[config.mk]
export PLATFORM = sky130hd
export DESIGN_NAME = hilo_unit
export DESIGN_NICKNAME = d
export VERILOG_FILES = /design/src/rtl/hilo_unit.sv
export SDC_FILE = /design/constraint.sdc
export NUM_CORES = 1
export LEC_CHECK = 0
export CAP_MARGIN = 20
export CORE_ASPECT_RATIO = 0.5
export CORE_UTILIZATION = 41
export CTS_BUF_LIST = sky130_fd_sc_hd__clkbuf_4 sky130_fd_sc_hd__clkbuf_8 sky130_fd_sc_hd__clkbuf_16
export CTS_CLUSTER_DIAMETER = 150
export DETAILED_ROUTE_END_ITERATION = 6
export PLACE_DENSITY = 0.67
export SYNTH_ARGS = -nofsm -noshare
export SYNTH_HDL_FRONTEND = slang
export SYNTH_SLANG_ARGS = --single-unit
export TNS_END_PERCENT = 10
[constraint.sdc]
create_clock -name clock -period 4.9 [get_ports clock]
set_input_delay 1.225 -clock clock [delete_from_list [all_inputs] [get_ports clock]]
set_output_delay 1.225 -clock clock [all_outputs]
set_load 0.1 [all_outputs]
[src/rtl/hilo_unit.sv]
// hilo_unit: multiply/divide responder that owns the HI/LO registers.
//
// Accepts MULT/MULTU/DIV/DIVU/MTHI/MTLO requests from the execute stage.
// Mul/div run for 32 iteration cycles plus one fixup cycle. HI/LO are only
// written when the operation completes, so an abort leaves them untouched.
//
// Ports:
//   clock      system clock, all state updates on the rising edge
//   reset_n    synchronous active-low reset
//   req_valid  request strobe, one cycle per request
//   req_op     0=MULTU 1=MULT 2=DIVU 3=DIV 4=MTHI 5=MTLO 6,7=ignored
//   req_a      rs operand (multiplicand / dividend / MTHI-MTLO data)
//   req_b      rt operand (multiplier / divisor)
//   abort      cancel any in-flight op and drop a same-cycle request
//   busy       operation in flight
//   hi, lo     architectural HI/LO
//   done       one-cycle pulse in the first cycle a new mul/div result is visible
module hilo_unit #(
    parameter int unsigned debug = 0
) (
    input  logic        clock,
    input  logic        reset_n,
    input  logic        req_valid,
    input  logic [2:0]  req_op,
    input  logic [31:0] req_a,
    input  logic [31:0] req_b,
    input  logic        abort,
    output logic        busy,
    output logic [31:0] hi,
    output logic [31:0] lo,
    output logic        done
);

    typedef enum logic [1:0] {StIdle, StMul, StDiv, StFixup} state_e;

    localparam logic [2:0] OpMultu = 3'd0;
    localparam logic [2:0] OpMult  = 3'd1;
    localparam logic [2:0] OpDivu  = 3'd2;
    localparam logic [2:0] OpDiv   = 3'd3;
    localparam logic [2:0] OpMthi  = 3'd4;
    localparam logic [2:0] OpMtlo  = 3'd5;

    // debug only gates simulation tracing; it never changes the logic.
    if (debug != 0) begin : g_debug
    end

    state_e      state_q, state_d;
    logic [5:0]  cnt_q, cnt_d;
    logic        sign_a_q, sign_a_d;
    logic        sign_b_q, sign_b_d;
    logic        is_div_q, is_div_d;
    logic        b_zero_q, b_zero_d;
    logic [31:0] a_raw_q, a_raw_d;
    logic [63:0] mcand_q, mcand_d;
    logic [31:0] mplier_q, mplier_d;
    logic [63:0] prod_q, prod_d;
    logic [31:0] rem_q, rem_d;
    logic [31:0] quo_q, quo_d;
    logic [31:0] divisor_q, divisor_d;
    logic [31:0] hi_q, hi_d;
    logic [31:0] lo_q, lo_d;
    logic        done_q, done_d;

    logic        accept;
    logic        signed_op;
    logic [31:0] mag_a, mag_b;
    logic [32:0] rem_shift, rem_diff;
    logic [63:0] prod_fix;

    always_comb begin
        state_d   = state_q;
        cnt_d     = cnt_q;
        sign_a_d  = sign_a_q;
        sign_b_d  = sign_b_q;
        is_div_d  = is_div_q;
        b_zero_d  = b_zero_q;
        a_raw_d   = a_raw_q;
        mcand_d   = mcand_q;
        mplier_d  = mplier_q;
        prod_d    = prod_q;
        rem_d     = rem_q;
        quo_d     = quo_q;
        divisor_d = divisor_q;
        hi_d      = hi_q;
        lo_d      = lo_q;
        done_d    = 1'b0;
        signed_op = 1'b0;
        mag_a     = '0;
        mag_b     = '0;
        rem_shift = '0;
        rem_diff  = '0;
        prod_fix  = '0;
        accept    = req_valid && (state_q == StIdle) && !abort;

        unique case (state_q)
            StIdle: begin
                if (accept) begin
                    case (req_op)
                        OpMultu, OpMult, OpDivu, OpDiv: begin
                            signed_op = req_op[0];
                            sign_a_d  = signed_op & req_a[31];
                            sign_b_d  = signed_op & req_b[31];
                            mag_a     = sign_a_d ? -req_a : req_a;
                            mag_b     = sign_b_d ? -req_b : req_b;
                            is_div_d  = req_op[1];
                            b_zero_d  = (req_b == '0);
                            a_raw_d   = req_a;
                            cnt_d     = '0;
                            mcand_d   = {32'd0, mag_a};
                            mplier_d  = mag_b;
                            prod_d    = '0;
                            rem_d     = '0;
                            quo_d     = mag_a;
                            divisor_d = mag_b;
                            state_d   = req_op[1] ? StDiv : StMul;
                        end
                        OpMthi:  hi_d = req_a;
                        OpMtlo:  lo_d = req_a;
                        default: ;
                    endcase
                end
            end
            StMul: begin
                if (mplier_q[0]) begin
                    prod_d = prod_q + mcand_q;
                end
                mcand_d  = mcand_q << 1;
                mplier_d = mplier_q >> 1;
                cnt_d    = cnt_q + 6'd1;
                if (cnt_q == 6'd31) begin
                    state_d = StFixup;
                end
            end
            StDiv: begin
                // Partial remainder is widened to 33 bits for the trial subtract;
                // bit 32 of the difference is the borrow.
                rem_shift = {rem_q, quo_q[31]};
                rem_diff  = rem_shift - {1'b0, divisor_q};
                if (!rem_diff[32]) begin
                    rem_d = rem_diff[31:0];
                    quo_d = {quo_q[30:0], 1'b1};
                end else begin
                    rem_d = rem_shift[31:0];
                    quo_d = {quo_q[30:0], 1'b0};
                end
                cnt_d = cnt_q + 6'd1;
                if (cnt_q == 6'd31) begin
                    state_d = StFixup;
                end
            end
            StFixup: begin
                state_d = StIdle;
                done_d  = 1'b1;
                if (!is_div_q) begin
                    prod_fix = (sign_a_q ^ sign_b_q) ? -prod_q : prod_q;
                    hi_d     = prod_fix[63:32];
                    lo_d     = prod_fix[31:0];
                end else if (b_zero_q) begin
                    lo_d = '1;
                    hi_d = a_raw_q;
                end else begin
                    lo_d = (sign_a_q ^ sign_b_q) ? -quo_q : quo_q;
                    hi_d = sign_a_q ? -rem_q : rem_q;
                end
            end
            default: state_d = StIdle;
        endcase

        // Abort wins over everything, including the fixup write.
        if (abort) begin
            state_d = StIdle;
            done_d  = 1'b0;
            hi_d    = hi_q;
            lo_d    = lo_q;
        end
    end

    always_ff @(posedge clock) begin
        if (!reset_n) begin
            state_q   <= StIdle;
            cnt_q     <= '0;
            sign_a_q  <= 1'b0;
            sign_b_q  <= 1'b0;
            is_div_q  <= 1'b0;
            b_zero_q  <= 1'b0;
            a_raw_q   <= '0;
            mcand_q   <= '0;
            mplier_q  <= '0;
            prod_q    <= '0;
            rem_q     <= '0;
            quo_q     <= '0;
            divisor_q <= '0;
            hi_q      <= '0;
            lo_q      <= '0;
            done_q    <= 1'b0;
        end else begin
            state_q   <= state_d;
            cnt_q     <= cnt_d;
            sign_a_q  <= sign_a_d;
            sign_b_q  <= sign_b_d;
            is_div_q  <= is_div_d;
            b_zero_q  <= b_zero_d;
            a_raw_q   <= a_raw_d;
            mcand_q   <= mcand_d;
            mplier_q  <= mplier_d;
            prod_q    <= prod_d;
            rem_q     <= rem_d;
            quo_q     <= quo_d;
            divisor_q <= divisor_d;
            hi_q      <= hi_d;
            lo_q      <= lo_d;
            done_q    <= done_d;
        end
    end

    assign busy = (state_q != StIdle);
    assign hi   = hi_q;
    assign lo   = lo_q;
    assign done = done_q;

endmodule
==> results_dict.tcl <==
set metrics [dict create \
    placement.io_buffers 136 \
    worst_slew_margin_rel_pct 29.3 \
    mostFrequentLayoutCell "nand2_1" \
    core_sq_um 57900 \
    post_synthesis_instance_area_sq_um 24300 \
    synthCells 3297 \
    maximum_number_of_pins_on_one_net_before_global_route_repair 108 \
    layout.nets 3495 \
    rsz0062_at_grt "no" \
    netlist.top_cell.by_area "dfxtp_1" \
    register_area_sq_um 7310 \
    synth_top_flop_cell "dfxtp_1" \
    hold_path.class "register to register" \
    multiInputGateArea_sq_um 16000 \
    worstReg2RegEnd "prod_q[63]" \
    via_per_inst 6.01 \
    placement_rows 62 \
    worst_setup_ep_type "register" \
    final_layout_size_suffix_gt1_share_pct 5.50 \
    place_congestion 1.00 \
    worst-slew-pin-transition_ps 1060 \
    die_footprint_sq_um 60300 \
    p_leak_nw 10.7 \
    reg2reg_depth 12 \
    synth_edf_count 0 \
    netlist.area_leader.share_pct 30.1 \
    dpl_worst_slack_ps 608 \
    cellPowerDensity_nw_per_um2 277 \
    timing_worst_setup_path_type "register to register" \
    clkLatencyLatePin_ps 570 \
    synth.ff_latch_count 365 \
    synth-async-reset-ratio_pct 0 \
    final_hold_viol_count 0 \
    grt_pass1_vias 22285 \
    syn_avg_cell_area_sq_um 7.37 \
    fin_skew_ps 21.6 \
    cts_sinks 365 \
    rrSetupSlack_ps 600 \
    fin_setup_tns_ps 0 \
    crit_required_ps 5340 \
    routed_wl_microns 89000 \
    synth.distinct_cells 82 \
    max_freq_ghz 0.233 \
    irDropWorstVdd_mv 0.299 \
    antenna_violations_before_repair 3 \
    postSynthNetCount 3476 \
    critical-path-max-stage-delay_ps 730 \
    drt_iter0_drc 2730 \
    grt_first_pass_wirelength_microns 136000 \
    final_setup_violation_count 0 \
    crit_chain "ha_1 -> a21oi_1 -> o21ai_0 -> nor2_1 -> o2111ai_1 -> a31oi_1 -> o21ai_0 -> a221oi_1 -> mux2i_1 -> nor3_1 -> o21ai_0 -> o21ai_0" \
    ctsRootBufferMaster "clkbuf_16" \
    layout_min_cycle_time_ps 4300 \
    firstDrtPassIters 6 \
    mostFrequentLayoutCells "nand2_1 (488), a21oi_1 (369), dfxtp_1 (363)" \
    hp-start "mplier_q[3]" \
    layout_setup_ws_ps 601 \
    min_period_over_period_pct 87.7 \
    tritoncts "done" \
    holdPathStages 2 \
    max-cap-violations 0 \
    grt_overflow 0 \
    cts_htree_levels 2 \
    route.detailed.wl_per_inst_microns 21.6 \
    startpoint_type "register" \
    total_vias_in_the_final_route 24761 \
    critical_path.most_common_cell "o21ai_0" \
    hpwlAfterDp_microns 66400 \
    report.power.total_mw 7.70 \
    r2r_start "prod_q[20]" \
    timing.final.max_slew_violations 0 \
    clk_transition_reported_paths_ps 70 \
    critPathArrivalTime_ps 4740 \
    grt_use_total_pct 28.7 \
    initial_core_util_pct 41.9 \
    seq_area_frac_synth_pct 30.1 \
    pin_count 137 \
    synthToLayoutAreaGrowth_pct 14.6 \
    synth_warn 0 \
    clockBufferDepth 3 \
    result_of_the_run "completed" \
    crit_path_top_delay_cell "a31oi_1" \
    hold_buffers 0 \
    cts_repair_resize_count 0 \
    critical_path.max_fanout 6 \
    die_height_microns 174 \
    number_of_cts_inserted_buffers 38 \
    cts_post_setup_buffers_inserted 0 \
    die_width_microns 346 \
    remaining_drc_errors 0 \
    post_synth_main_area_contributors "dfxtp_1 (30%), a21oi_1 (7.7%), nand2_1 (7.5%)" \
    count_of_antenna_violating_nets_left_after_detailed_routing 0 \
    fillers 5621 \
    min_to "mplier_q[3]" \
]
-- power by group --
group,switching [mW],internal (mW)
clock network,1.36,2.04
registers,0.0716,3.05
logic,0.792,0.382
total,2.23,5.47
-- cells in the mapped netlist, types with 6 or more instances --
cell type / n
o31ai_1: 38
a21oi_1: 372
o21a_1: 14
nor2_1: 315
a311oi_1: 9
o221ai_1: 30
clkbuf_1: 191
xor2_1: 111
nor2b_1: 24
nand2b_1: 35
nor3_1: 41
a32oi_1: 6
nand2_1: 488
o2111ai_1: 7
or2_2: 8
o21bai_1: 19
a31oi_1: 72
a22oi_1: 30
and2_1: 15
ha_1: 106
nand3_1: 76
and3_1: 20
or4_4: 6
o211ai_1: 40
o21ai_1: 9
inv_1: 79
nor4_1: 21
a31o_2: 6
o41ai_1: 13
dfxtp_1: 365
buf_2: 9
or4_1: 9
mux2i_1: 54
nand4_1: 23
a211oi_1: 44
and4_1: 6
buf_1: 13
o31a_1: 6
xnor2_1: 146
or3_1: 17
o21ai_0: 276
a21o_1: 46
-- cell type report --
cell class | instances | area share (%)
diodes | 4 | 0.0360
clock buffers | 50 | 4.02
clock inverters | 20 | 1.15
inverters | 84 | 1.16
multi-input cells | 2633 | 57.4
flip-flops and latches | 365 | 26.3
well taps | 768 | 3.45
repair buffers | 194 | 6.56
-- cells by family after synthesis --
kind of cell             after synthesis  share of synthesized area [%]
AND/OR/NAND/NOR                     1131                           20.9
AO/OA/AOI/OAI                       1082                           27.1
flip-flops                           365                           30.1
buffers and inverters                299                           4.70
XOR/XNOR                             257                           9.27
adder cells (fa/ha/maj)              108                           5.63
multiplexers                          55                           2.27
-- registers in the layout, summed over array words and instances (netlist names), 2 cells and up --
name,flops
mcand_q,64
prod_q,64
a_raw_q,32
divisor_q,32
hi,32
lo,32
mplier_q,32
quo_q,32
rem_q,32
cnt_q,6
state_q,2
-- how the worst max path moves through the flow --
| stage | from | end | cells past startpoint |
|---|---|---|---|
| 2_1_floorplan | state_q[0] | prod_q[63] | 13 |
| 3_3_place_gp | req_a[0] | quo_q[30] | 12 |
| 3_5_place_dp | req_a[0] | mcand_q[30] | 12 |
| 4_1_cts | state_q[1] | busy | 5 |
| 5_1_grt | prod_q[20] | prod_q[63] | 12 |
| 6_report | prod_q[20] | prod_q[63] | 12 |
-- per-layer routing --
metal	GRT usage (%)	share of wire (%)	up-vias
li1	-	-	11792
met1	41.3	46	11782
met2	42.8	42	1040
met3	5.80	9.3	147
met4	8.41	3.0	0
met5	0	0	-
-- worst max-delay path, delay by kind of cell (launching register included) --
kind / cells / cell delay, ps
AOI/OAI and AO/OA: 8 / 2660
adders and majority gates: 1 / 390
and+or+nand+nor: 2 / 220
muxes: 1 / 300
DFF: 1 / 610
-- through the flow --
stage / instance area, sq um / std cells / hold slack, ps / utilization, %
6_report: 27800 / 4118 / 451 / 48.0
5_1_grt: 27800 / 4117 / 471 / 48.0
4_1_cts: 27800 / 4113 / 453 / 48.0
3_5_place_dp: 26400 / 4043 / 444 / 45.5
3_3_place_gp: 26400 / 4043 / 437 / 45.5
2_1_floorplan: 24300 / 3297 / 431 / -
(Power assumes the default switching activity.)
